==> config.mk <==
export PLATFORM = sky130hd
export DESIGN_NAME = axis_frame_validator
export DESIGN_NICKNAME = d
export VERILOG_FILES = /design/src/rtl/axis_frame_validator.sv
export SDC_FILE = /design/constraint.sdc
export NUM_CORES = 1
export LEC_CHECK = 0
export CORE_UTILIZATION = 48
export DETAILED_ROUTE_END_ITERATION = 7
export GPL_TIMING_DRIVEN = 1
export PLACE_DENSITY = 0.85
export SLEW_MARGIN = 20
export SYNTH_ARGS = -nofsm -noshare
export SYNTH_HDL_FRONTEND = slang
export SYNTH_SLANG_ARGS = --single-unit
==> constraint.sdc <==
create_clock -name clk -period 3.5 [get_ports clk]
set_input_delay 0.7 -clock clk [delete_from_list [all_inputs] [get_ports clk]]
set_output_delay 0.7 -clock clk [all_outputs]
set_load 0.1 [all_outputs]
==> src/rtl/axis_frame_validator.sv <==
// axis_frame_validator: per-frame beat counter and length policer in front of the frame FIFO.
// Latency: 1 cycle input to output through one register; status pulses 1 cycle after tlast is accepted.
// Backpressure: input_axis_tready = output_axis_tready | ~output_axis_tvalid; forced to 1 while a truncated tail is dropped.
//
// Ports:
//   clk, rst_n                      clock, asynchronous active-low reset
//   input_axis_*                    upstream AXI-stream (tuser = upstream error, any beat)
//   output_axis_*                   downstream AXI-stream (tuser = bad-frame mark, last beat only)
//   length_min / length_max         runtime limits, sampled on the first beat of each frame
//   frame_done                      one-cycle pulse per completed input frame
//   frame_bad / err_runt / err_oversize / frame_len
//                                   per-frame status, valid only with frame_done
module axis_frame_validator #(
  parameter int DATA_WIDTH = 8,
  parameter int LEN_WIDTH  = 16
) (
  input  logic                  clk,
  input  logic                  rst_n,

  input  logic [DATA_WIDTH-1:0] input_axis_tdata,
  input  logic                  input_axis_tvalid,
  output logic                  input_axis_tready,
  input  logic                  input_axis_tlast,
  input  logic                  input_axis_tuser,

  output logic [DATA_WIDTH-1:0] output_axis_tdata,
  output logic                  output_axis_tvalid,
  input  logic                  output_axis_tready,
  output logic                  output_axis_tlast,
  output logic                  output_axis_tuser,

  input  logic [LEN_WIDTH-1:0]  length_min,
  input  logic [LEN_WIDTH-1:0]  length_max,

  output logic                  frame_done,
  output logic                  frame_bad,
  output logic                  err_runt,
  output logic                  err_oversize,
  output logic [LEN_WIDTH-1:0]  frame_len
);

  typedef enum logic [1:0] {
    ST_IDLE  = 2'd0,
    ST_PASS  = 2'd1,
    ST_TRUNC = 2'd2
  } state_t;

  localparam logic [LEN_WIDTH-1:0] CNT_MAX = '1;
  localparam logic [LEN_WIDTH-1:0] CNT_ONE = {{(LEN_WIDTH-1){1'b0}}, 1'b1};

  // Frame tracking state
  state_t                state_q,    state_d;
  logic [LEN_WIDTH-1:0]  beat_cnt_q, beat_cnt_d;
  logic                  err_q,      err_d;
  logic [LEN_WIDTH-1:0]  len_min_q,  len_min_d;
  logic [LEN_WIDTH-1:0]  len_max_q,  len_max_d;

  // Output register
  logic [DATA_WIDTH-1:0] out_data_q, out_data_d;
  logic                  out_vld_q,  out_vld_d;
  logic                  out_last_q, out_last_d;
  logic                  out_user_q, out_user_d;

  // Status registers
  logic                  done_q,     done_d;
  logic                  bad_q,      bad_d;
  logic                  runt_q,     runt_d;
  logic                  over_q,     over_d;
  logic [LEN_WIDTH-1:0]  flen_q,     flen_d;

  // Per-beat decode
  logic                  in_rdy;
  logic                  in_fire;
  logic                  frame_start;
  logic [LEN_WIDTH-1:0]  cnt_cur;
  logic [LEN_WIDTH-1:0]  lim_min;
  logic [LEN_WIDTH-1:0]  lim_max;
  logic                  err_cur;
  logic                  is_runt;
  logic                  is_oversize;

  // While dropping a truncated tail the output register is not written,
  // so the input never has to wait for the downstream.
  assign in_rdy  = (state_q == ST_TRUNC) | output_axis_tready | ~out_vld_q;
  assign in_fire = input_axis_tvalid & in_rdy;

  // In IDLE the beat being offered is the first of a new frame: its index is 1,
  // the limits come straight from the ports and no earlier error can apply.
  assign frame_start = (state_q == ST_IDLE);
  assign cnt_cur     = frame_start          ? CNT_ONE :
                       (beat_cnt_q == CNT_MAX) ? beat_cnt_q : (beat_cnt_q + CNT_ONE);
  assign lim_min     = frame_start ? length_min : len_min_q;
  assign lim_max     = frame_start ? length_max : len_max_q;
  assign err_cur     = (frame_start ? 1'b0 : err_q) | input_axis_tuser;
  assign is_runt     = (cnt_cur < lim_min);
  // A frame of exactly lim_max beats that ends on that beat is legal, so only
  // a non-last beat at the limit triggers truncation.
  assign is_oversize = (lim_max != '0) && (cnt_cur == lim_max) && !input_axis_tlast;

  always_comb begin
    state_d    = state_q;
    beat_cnt_d = beat_cnt_q;
    err_d      = err_q;
    len_min_d  = len_min_q;
    len_max_d  = len_max_q;

    out_data_d = out_data_q;
    out_vld_d  = out_vld_q & ~output_axis_tready;
    out_last_d = out_last_q;
    out_user_d = out_user_q;

    done_d     = 1'b0;
    bad_d      = 1'b0;
    runt_d     = 1'b0;
    over_d     = 1'b0;
    flen_d     = '0;

    if (in_fire) begin
      beat_cnt_d = cnt_cur;
      if (state_q == ST_TRUNC) begin
        // Tail of an oversize frame: consumed, never forwarded.
        if (input_axis_tlast) begin
          state_d = ST_IDLE;
          err_d   = 1'b0;
          done_d  = 1'b1;
          bad_d   = 1'b1;
          over_d  = 1'b1;
          flen_d  = cnt_cur;
        end
      end else begin
        len_min_d  = lim_min;
        len_max_d  = lim_max;
        err_d      = err_cur;
        out_vld_d  = 1'b1;
        out_data_d = input_axis_tdata;
        if (is_oversize) begin
          // Close the frame early and mark it bad; the FIFO drops it.
          out_last_d = 1'b1;
          out_user_d = 1'b1;
          state_d    = ST_TRUNC;
        end else if (input_axis_tlast) begin
          out_last_d = 1'b1;
          out_user_d = err_cur | is_runt;
          state_d    = ST_IDLE;
          err_d      = 1'b0;
          done_d     = 1'b1;
          bad_d      = err_cur | is_runt;
          runt_d     = is_runt;
          flen_d     = cnt_cur;
        end else begin
          out_last_d = 1'b0;
          out_user_d = 1'b0;
          state_d    = ST_PASS;
        end
      end
    end
  end

  always_ff @(posedge clk or negedge rst_n) begin
    if (!rst_n) begin
      state_q    <= ST_IDLE;
      beat_cnt_q <= '0;
      err_q      <= 1'b0;
      len_min_q  <= '0;
      len_max_q  <= '0;
      out_data_q <= '0;
      out_vld_q  <= 1'b0;
      out_last_q <= 1'b0;
      out_user_q <= 1'b0;
      done_q     <= 1'b0;
      bad_q      <= 1'b0;
      runt_q     <= 1'b0;
      over_q     <= 1'b0;
      flen_q     <= '0;
    end else begin
      state_q    <= state_d;
      beat_cnt_q <= beat_cnt_d;
      err_q      <= err_d;
      len_min_q  <= len_min_d;
      len_max_q  <= len_max_d;
      out_data_q <= out_data_d;
      out_vld_q  <= out_vld_d;
      out_last_q <= out_last_d;
      out_user_q <= out_user_d;
      done_q     <= done_d;
      bad_q      <= bad_d;
      runt_q     <= runt_d;
      over_q     <= over_d;
      flen_q     <= flen_d;
    end
  end

  assign input_axis_tready  = in_rdy;
  assign output_axis_tdata  = out_data_q;
  assign output_axis_tvalid = out_vld_q;
  assign output_axis_tlast  = out_last_q;
  assign output_axis_tuser  = out_user_q;
  assign frame_done         = done_q;
  assign frame_bad          = bad_q;
  assign err_runt           = runt_q;
  assign err_oversize       = over_q;
  assign frame_len          = flen_q;

endmodule

After elaboration in Yosys (flattened, before gate mapping):

Cells that the tools add are included.

* mux-type cells: 35
* eq/ne operators: 4
* add/subtract/negate cells: 1
* reductions and logical operators: 7
* bitwise operators: 9
* $lt $le $gt $ge: 1

Operators with widths (number)
* 2-to-1 mux 16 bit: 8
* 2-to-1 mux 1 bit: 24
* adder 16 x 1 -> 16 bit (second input constant): 1
* == test 16 bit: 1
* == test 16 bit (second input constant): 1
* < comparator 16 bit: 1
* nonzero test 16 bit: 1
* 2-to-1 mux 2 bit: 3
* bitwise OR 1 bit: 4
* AND reduction 2 bit: 2
* inverter 1 bit: 3
* bitwise AND 1 bit: 2
* == test 2 bit (second input constant): 1
* logical AND 1 bit: 2
* zero test 2 bit: 1
* != test 2 bit (second input constant): 1
* zero test 1 bit: 1

* word-level logic and storage cells: 71
* output and inout port bits: 32
* bits in registers: 82

Longest topological paths before layout:

Gate-level depths: netlist (run 1).

* word-level depth: 9
* gate-level depth with buffers: 17
* mapped depth without buffers: 17

Worst setup path after synthesis (run 1):

OpenSTA, ideal clock, no wires.

* path type: flip-flop to flip-flop
* start: reg beat_cnt_q[0]
* end: reg out_user_q (netlist: output_axis_tuser)
* required time: 3.418 ns
* path buffers: 1
* slack: 0.105 ns
* arrival: 3.313 ns
* stages on the path, launching flop included: 16
* period minus slack after synthesis: 3.395 ns
* cell sequence: dfrtp_1 > buf_2 > nand4_1 > or3_1 > nor4b_1 > xnor2_1 > or2_2 > inv_1 > ha_1 > a2111oi_0 > o21ai_0 > a31o_2 > a21oi_1 > o41ai_2 > a21o_1 > a31oi_1

* word-level cells in the longest chain between the ends: 7
* elaborated cells on any way between the ends: 11
* classes of those cells: 1 x add/sub; 1 x order compare; 2 x eq/ne; 4 x mux; 1 x bitwise; 2 x reduce/logical

RTL lines
* start, declared: RTL line 53 `logic [LEN_WIDTH-1:0] beat_cnt_q, beat_cnt_d;`
* start signal, assigned: RTL line 177 `beat_cnt_q <= beat_cnt_d;`
* adder 16 x 1 -> 16 bit or == test 16 bit (tied branches): RTL line 91 `(beat_cnt_q == CNT_MAX) ? beat_cnt_q : (beat_cnt_q + CNT_ONE);`
* 2-to-1 mux 16 bit *: RTL line 91
* 2-to-1 mux 16 bit *: RTL line 90 `assign cnt_cur = frame_start ? CNT_ONE :`
* named net cnt_cur[11]: RTL line 75 `logic [LEN_WIDTH-1:0] cnt_cur;`
* < comparator 16 bit or == test 16 bit (tied branches): RTL line 95, 98
* bitwise OR 1 bit or logical AND 1 bit (tied branches): RTL line 143, 98
* 2-to-1 mux 1 bit or logical AND 1 bit (tied branches): RTL line 141, 98
* 2-to-1 mux 1 bit *: RTL line 136 `if (is_oversize) begin`
* end signal, assigned: RTL line 184 `out_user_q <= out_user_d;`
* end, declared: RTL line 62 `logic out_user_q, out_user_d;`

Mark *: on every way through the listed nets, which the timed path passes. The rest lies on a longest branch.
A chain may end at the register's enable or synchronous reset.

Final worst setup path (run 1):

Ends and elaborated chain as after synthesis.

==> summary.txt, run 1 <==
=====================================================================================
Result of the run ...................................................... finished clean
CORE AREA ..............................................................   8848 sq um
Post-route antenna net violation count .................................            0
Number of buffers inserted by port buffering ...........................           77
Synthesized area .......................................................   4462 sq um
Syn_nets ...............................................................          511
Register clock-pin slew on the reported worst setup and hold paths .....      0.09 ns
DR WL met3 .............................................................  801 microns
CP endpoint kind .......................................................    flip-flop
Area fraction in compound gates after synthesis ........................       0.1332
Clock buffer depth .....................................................            2
Setup violations, final ................................................            0
Root Driver ............................................................ sky130_fd_sc_hd__clkbuf_8
Fmax ...................................................................   0.2972 GHz
Highest-count cells in the layout ignoring fill and taps ............... sky130_fd_sc_hd__dfrtp_1 (78), sky130_fd_sc_hd__clkdlybuf4s50_1 (75), sky130_fd_sc_hd__nor2_1 (51), sky130_fd_sc_hd__nand2_1 (34), sky130_fd_sc_hd__a21oi_1 (33)
Lkg Pwr ................................................................  0.002548 uW
Floorplan die area .....................................................   9685 sq um
Detail-routed net length per standard cell ............................. 17.00 microns
# DRC ..................................................................            0
Number of warnings issued by yosys .....................................            0
Total Nets Final .......................................................          606
Clock period minus worst slack .........................................     3.365 ns
Sequential share of the synthesized area ...............................       0.4599
Highest routed metal layer .............................................         met4
Worst hold slack .......................................................    0.3685 ns
Area fraction in and, or, nand and nor cells after synthesis ...........       0.1772
Worst Setup Start Kind .................................................    flip-flop
Data arrival time of the critical path .................................      3.64 ns
Peak supply drop .......................................................    0.2941 mV
Global-route wire length before repair .................................     18.31 mm
Detailed Place HPWL ....................................................     8.138 mm
Met2 layer wire length in the routed design ............................     5.483 mm
Critical path type .....................................................   reg -> reg
Number of library cell types mapped by synthesis .......................           55
Pin count of the biggest net entering global routing ...................           83
Synth Register Bits ....................................................           82
Worst slew pin tran ....................................................    0.9898 ns
DR iter-0 viols ........................................................          267
Share of cells above drive strength 1 ..................................       0.1891
Cell count after synthesis .............................................          450
Power per cell area .................................................... 537.8 nW/um^2
Clock tree skew after final layout .....................................   0.01729 ns
Diode insertion count for antenna repair ...............................            0
Global-route total usage across every layer ............................       0.2410
Antenna violations before repair .......................................            0
Most frequent standard cell in the layout excluding fill and tap cells . sky130_fd_sc_hd__dfrtp_1
Number of detailed-routing iterations run before antenna repair ........            8
# IOs ..................................................................           78
Class of the most critical hold timing path ............................  in -> async
Rel. slew slack ........................................................       0.3381
Post-route met1 wirelength .............................................     4.495 mm
Die boundary height .................................................... 98.41 microns
Final routed wirelength across all metal layers ........................     11.19 mm
Horizontal extent of the die ........................................... 98.41 microns
Area share of fa/ha/maj cells after synthesis ..........................      0.04206
Async S/R FF share, synth ..............................................        1.000
Synth Flop Type ........................................................ sky130_fd_sc_hd__dfrtp_1
Post-Synth XOR/XNOR Area ...............................................      0.04403
Req. time, crit path ...................................................      3.78 ns
Final weighted congestion in routability-driven placement ..............       0.8621
Total congestion overflow after global routing .........................            0
Maximum net fanout on the critical path ................................            3
Synthesis-to-finish area growth ........................................       29.50%
Number of enable-type register cells in the synthesized netlist ........            0
Number of standard-cell rows in the floorplan ..........................           34
Total of max-cap violations ............................................            0
Skew-Pair Late Insertion Delay .........................................      0.36 ns
Final-report hold violation count ......................................            0
Number of max-slew violations in the final report ......................            0
Number of vias in the routed layout ....................................         3827
H-tree level count .....................................................            3
Total negative slack for setup checks ..................................         0 ns
Num Clock Sinks ........................................................           82
Dominant combinational cell family by area after synthesis ............. simple AND/OR/NAND/NOR gates
Final period utilization ...............................................       0.9613
Clock buffers created by TritonCTS .....................................            9
Starting Density .......................................................       0.5042
Via count of the first global-routing pass .............................         3871
Avg Inst Size Synth ....................................................  9.915 sq um
Final Total Pwr ........................................................      3107 uW
TritonCTS clock tree ...................................................          yes
Share of cell area taken by muxes after synthesis ......................       0.1038
Routed vias/inst .......................................................        5.816
=====================================================================================
[cells in the mapped netlist, types with 4 or more instances]
| master | number | area, sq um |
|---|---|---|
| sky130_fd_sc_hd__a21oi_1 | 34 | 170.2 |
| sky130_fd_sc_hd__mux2_2 | 26 | 292.8 |
| sky130_fd_sc_hd__inv_1 | 21 | 78.83 |
| sky130_fd_sc_hd__nor3_1 | 11 | 55.05 |
| sky130_fd_sc_hd__ha_1 | 15 | 187.7 |
| sky130_fd_sc_hd__clkbuf_1 | 13 | 48.80 |
| sky130_fd_sc_hd__nand2_1 | 34 | 127.6 |
| sky130_fd_sc_hd__nor4_1 | 8 | 50.05 |
| sky130_fd_sc_hd__nor2_1 | 54 | 202.7 |
| sky130_fd_sc_hd__o21ai_0 | 20 | 100.1 |
| sky130_fd_sc_hd__mux2i_1 | 17 | 170.2 |
| sky130_fd_sc_hd__or2_2 | 6 | 37.54 |
| sky130_fd_sc_hd__nand3_1 | 8 | 40.04 |
| sky130_fd_sc_hd__nand4_1 | 8 | 50.05 |
| sky130_fd_sc_hd__buf_2 | 7 | 35.03 |
| sky130_fd_sc_hd__and3_1 | 5 | 31.28 |
| sky130_fd_sc_hd__xnor2_1 | 10 | 87.58 |
| sky130_fd_sc_hd__a31oi_1 | 7 | 43.79 |
| sky130_fd_sc_hd__dfrtp_1 | 82 | 2052 |
| sky130_fd_sc_hd__or3_1 | 4 | 25.02 |
| sky130_fd_sc_hd__xor2_1 | 8 | 70.07 |
[cell families after synthesis]
group,after synthesis
AND/OR/NAND/NOR,155
flip-flops,82
XOR/XNOR,20
adder cells (fa/ha/maj),15
multiplexers,43
buffers and inverters,44
AO/OA/AOI/OAI,91
[critical path, stage by stage (launching register included)]
cell	delay, ns
sky130_fd_sc_hd__dfrtp_1	0.42
sky130_fd_sc_hd__nand4_1	0.17
sky130_fd_sc_hd__or3_4	0.38
sky130_fd_sc_hd__nor4b_4	0.28
sky130_fd_sc_hd__xnor2_1	0.11
sky130_fd_sc_hd__or2_2	0.31
sky130_fd_sc_hd__inv_1	0.07
sky130_fd_sc_hd__ha_1	0.24
sky130_fd_sc_hd__a2111oi_2	0.31
sky130_fd_sc_hd__o21ai_1	0.11
sky130_fd_sc_hd__a31o_2	0.26
sky130_fd_sc_hd__a21oi_2	0.18
sky130_fd_sc_hd__o41ai_2	0.12
sky130_fd_sc_hd__a21o_1	0.17
sky130_fd_sc_hd__a31oi_1	0.14
[flip-flops by register name, indices dropped and copies added, names as in the netlist, 2 cells and up]
name,count
beat_cnt_q,16
len_max_q,16
state_q,2
output_axis_tdata,8
len_min_q,16
frame_len,16
[path summary, 6_finish.rpt]
| kind | from | endpoint | slack [ns] | cells past startpoint |
|---|---|---|---|---|
| min in group clk | output_axis_tdata[4] | output_axis_tdata[4] | 0.51 | 1 |
| worst max register to register | beat_cnt_q[0] | output_axis_tuser | 0.14 | 14 |
| worst min register to register | output_axis_tdata[4] | output_axis_tdata[4] | 0.51 | 1 |
| worst max-delay path | beat_cnt_q[0] | output_axis_tuser | 0.14 | 14 |
| max in group asynchronous | rst_n | beat_cnt_q[12] | 2.58 | 1 |
| worst min-delay path | rst_n | len_max_q[7] | 0.37 | 1 |
[per-stage QoR]
| stage | setup slack (ns) | area (sq um) | utilization | cells |
|---|---|---|---|---|
| 6_report | 0.1354 | 5778 | 0.6530 | 658 |
| 5_1_grt | -0.07338 | 5778 | 0.6530 | 658 |
| 4_1_cts | 0.03932 | 5693 | 0.6434 | 656 |
| 3_5_place_dp | -0.06080 | 5484 | 0.6198 | 639 |
| 3_3_place_gp | 0.08235 | 5484 | 0.6198 | 639 |
| 2_1_floorplan | 0.1047 | 4462 | - | 450 |
[power by group]
part / leakage (uW) / switching [uW] / internal, uW
sequential: 0.00101 / 163 / 1120
combinational: 0.00145 / 673 / 461
clock: 0.0000901 / 360 / 334
total: 0.00255 / 1200 / 1910
[layout make-up]
class                           count  area, sq um
Fill cell                         717         3070
Sequential cell                    82         2057
Clock buffer                       11        131.4
Inverter                           21        78.83
Timing Repair Buffer              107         1007
Multi-Input combinational cell    324         2306
Clock inverter                      5        62.56
Tap cell                          108        135.1
[what timing repair did]
action,in CTS,in global routing
hold buffers,0,0
gates resized for setup,2,16
pin swaps,0,7
setup buffers,1,2
endpoints found under the setup margin,1,3
[layer usage]
layer,vias up,global-route usage
met3,39,0.07021
met4,0,0.1033
met2,171,0.3917
met5,-,0
met1,1832,0.3020
li1,1785,-
No activity file was read; power rests on OpenSTA's default activity.
==> run 2, diff against run 1 <==
--- a/config.mk
+++ b/config.mk
@@ -9,6 +9,7 @@
 export DETAILED_ROUTE_END_ITERATION = 7
 export GPL_TIMING_DRIVEN = 1
 export PLACE_DENSITY = 0.85
+export RECOVER_POWER = 25
 export SLEW_MARGIN = 20
 export SYNTH_ARGS = -nofsm -noshare
 export SYNTH_HDL_FRONTEND = slang
==> run 2 against run 1 <==
The run now ends with capacitance limit, slew limit left; die area unchanged; maximum frequency barely moved; critical path depth stayed put; register-to-register slack about the same; combinational power barely moved; worst setup slack better by 0.0013 ns; highest routed layer unchanged; global-route usage did not move; sequential share of layout area about the same; routed wire length fell by 0.13%; clock skew hardly changed.
==> summary.txt, run 2 (same netlist as run 1, synthesis figures left out) <==
=====================================================================================
Routed vias/inst .......................................................        5.815   about the same
Power per cell area .................................................... 538.0 nW/um^2   about the same
Core occupancy in the finished layout ..................................       0.6523   -0.0007070
Destination of the critical timing path ................................ output_axis_tuser
Clock tree skew after final layout .....................................   0.01695 ns   -0.0003370 ns
Number of fill cells in the layout .....................................          719   +0.28%
Placed cells ...........................................................          639   unchanged
Maximum net fanout on the critical path ................................            3   unchanged
Pin count of the biggest net entering global routing ...................           83   unchanged
Horizontal extent of the die ........................................... 98.41 microns   unchanged
Cells on Worst Hold Path ...............................................            1
Via count of the first global-routing pass .............................         3871   unchanged
Post-place setup slack .................................................  -0.06080 ns   unchanged
DR iter-0 viols ........................................................          296   +11%
R2R Setup Slk ..........................................................      0.14 ns   about the same
CORE AREA ..............................................................   8848 sq um   unchanged
Highest-count cells in the layout ignoring fill and taps ............... sky130_fd_sc_hd__dfrtp_1 (78), sky130_fd_sc_hd__clkdlybuf4s50_1 (75), sky130_fd_sc_hd__nor2_1 (51), sky130_fd_sc_hd__nand2_1 (34), sky130_fd_sc_hd__a21oi_1 (33)
Setup violations, final ................................................            0   unchanged
Data arrival time of the critical path .................................      3.64 ns   about the same
Cell with the largest stage delay on the worst path .................... sky130_fd_sc_hd__dfrtp_1
Startpoint of the worst setup timing path .............................. beat_cnt_q[0]
Num Clock Sinks ........................................................           82   unchanged
Final Total Pwr ........................................................      3105 uW   about the same
Final-report hold violation count ......................................            0   unchanged
Maximum single-stage delay on the critical path ........................      0.42 ns   about the same
Worst flop-to-flop path startpoint ..................................... beat_cnt_q[0]
Skew-Pair Late Insertion Delay .........................................      0.36 ns   about the same
CP endpoint kind .......................................................    flip-flop
Rel. slew slack ........................................................      -0.3193   -0.6574
Clock period minus worst slack .........................................     3.363 ns   -0.001304 ns
Detailed Place HPWL ....................................................     8.138 mm   unchanged
# DRC ..................................................................            0   unchanged
Worst hold slack .......................................................    0.5130 ns   +0.1446 ns
Violations in the final reports ........................................ capacitance limit, slew limit
Antenna violations before repair .......................................            0   unchanged
Synthesis-to-finish area growth ........................................       29.36%
Worst Setup Start Kind .................................................    flip-flop
Final routed wirelength across all metal layers ........................     11.17 mm   -0.13%
Floorplan die area .....................................................   9685 sq um   unchanged
Diode insertion count for antenna repair ...............................            0   unchanged
Req. time, crit path ...................................................      3.78 ns   about the same
Global-route total usage across every layer ............................       0.2410   unchanged
Critical path type .....................................................   reg -> reg
Register clock-pin slew on the reported worst setup and hold paths .....      0.08 ns   about the same
Die boundary height .................................................... 98.41 microns   unchanged
Total congestion overflow after global routing .........................            0   unchanged
Most frequent standard cell in the layout excluding fill and tap cells . sky130_fd_sc_hd__dfrtp_1
Number of vias in the routed layout ....................................         3826   -0.026%
Share of cells above drive strength 1 ..................................       0.1891   unchanged
Number of max-slew violations in the final report ......................           83   +83
Final weighted congestion in routability-driven placement ..............       0.8621   unchanged
Starting Density .......................................................       0.5042   unchanged
Number of buffers inserted for hold repair after clock tree synthesis ..            0   unchanged
Final WS setup .........................................................    0.1367 ns   +0.001304 ns
Peak supply drop .......................................................    0.2942 mV   about the same
Root Driver ............................................................ sky130_fd_sc_hd__clkbuf_8
Clock buffers created by TritonCTS .....................................            9   unchanged
Class of the most critical hold timing path ............................   reg -> reg
Post-route non-filler standard cell count ..............................          658   unchanged
Number of buffers inserted by port buffering ...........................           77   unchanged
Detail-routed net length per standard cell ............................. 16.98 microns   -0.13%
Global-route wire length before repair .................................     18.31 mm   unchanged
Worst slew pin tran ....................................................     1.979 ns   +0.9892 ns
Sequential cell area ...................................................   2057 sq um   unchanged
Result of the run ...................................................... finished, violations left
Cells traversed along the worst timing path ............................ nand4_1 -> or3_4 -> nor4b_4 -> xnor2_1 -> or2_2 -> inv_1 -> ha_1 -> a2111oi_2 -> o21ai_1 -> a31o_2 -> a21oi_2 -> o41ai_2 -> a21o_1 -> a31oi_1
Endpoint of the worst-slack reg-to-reg timing path ..................... output_axis_tuser
Lkg Pwr ................................................................  0.002546 uW   about the same
Area taken by multi-input logic gates ..................................   2306 sq um   unchanged
Fmax ...................................................................   0.2973 GHz   about the same
H-tree level count .....................................................            3   unchanged
Clock buffer depth .....................................................            2   unchanged
TritonCTS clock tree ...................................................          yes
Worst R2R Path Depth ...................................................           14   unchanged
Number of detailed-routing iterations run before antenna repair ........            7   -1
# IOs ..................................................................           78   unchanged
Number of standard-cell rows in the floorplan ..........................           34   unchanged
Final period utilization ...............................................       0.9609   about the same
Total of max-cap violations ............................................            1   +1
Post-route antenna net violation count .................................            0   unchanged
Total Nets Final .......................................................          606   unchanged
=====================================================================================
run 2: cell type report:
type                            count  share of cell area
Clock buffer                       11             0.02276
Clock inverter                      5             0.01084
Inverter                           21             0.01366
Multi-Input combinational cell    324              0.3995
Sequential cell                    82              0.3564
Tap cell                          108             0.02341
Timing Repair Buffer              107              0.1734
run 2: stage by stage:
stage	setup TNS, ns	cell area, sq um
after floorplan	0	4462
after global placement	0	5484
after detailed placement	-0.06080	5484
after CTS	0	5693
after global routing	-0.1414	5772
final	0	5772
run 2: power by group:
part	switching (uW)	internal (uW)
registers	162	1120
clock network	360	334
logic	672	460
run 2: what timing repair did:
action	CTS	global route
endpoints found under the hold margin	0	0
endpoints found under the setup margin	1	3
setup buffers	1	2
pin swaps	0	7
gates resized for setup	2	16
run 2: worst min-delay path by stage:
stage / start / endpoint
floorplan: rst_n / beat_cnt_q[0]
global placement: output_axis_tdata[1] / output_axis_tdata[1]
detailed placement: output_axis_tdata[1] / output_axis_tdata[1]
CTS: output_axis_tdata[4] / output_axis_tdata[4]
global route: output_axis_tdata[4] / output_axis_tdata[4]
finish: output_axis_tdata[4] / output_axis_tdata[4]
run 2: worst max-delay path, delay by kind of cell (launching register included):
kind                       cells  cell delay, ns
AOI/OAI and AO/OA              7            1.29
and+or+nand+nor                4            1.14
DFF                            1            0.42
adders and majority gates      1            0.24
xor gates and xnor gates       1            0.11
buffers and inverters          1            0.07
run 2: metal layers:
metal / track usage / up-vias / wire, microns
met5: 0 / - / 0
met4: 0.1033 / 0 / 391
met3: 0.07021 / 34 / 810
met2: 0.3917 / 167 / 5457
met1: 0.3020 / 1839 / 4514
li1: - / 1786 / -
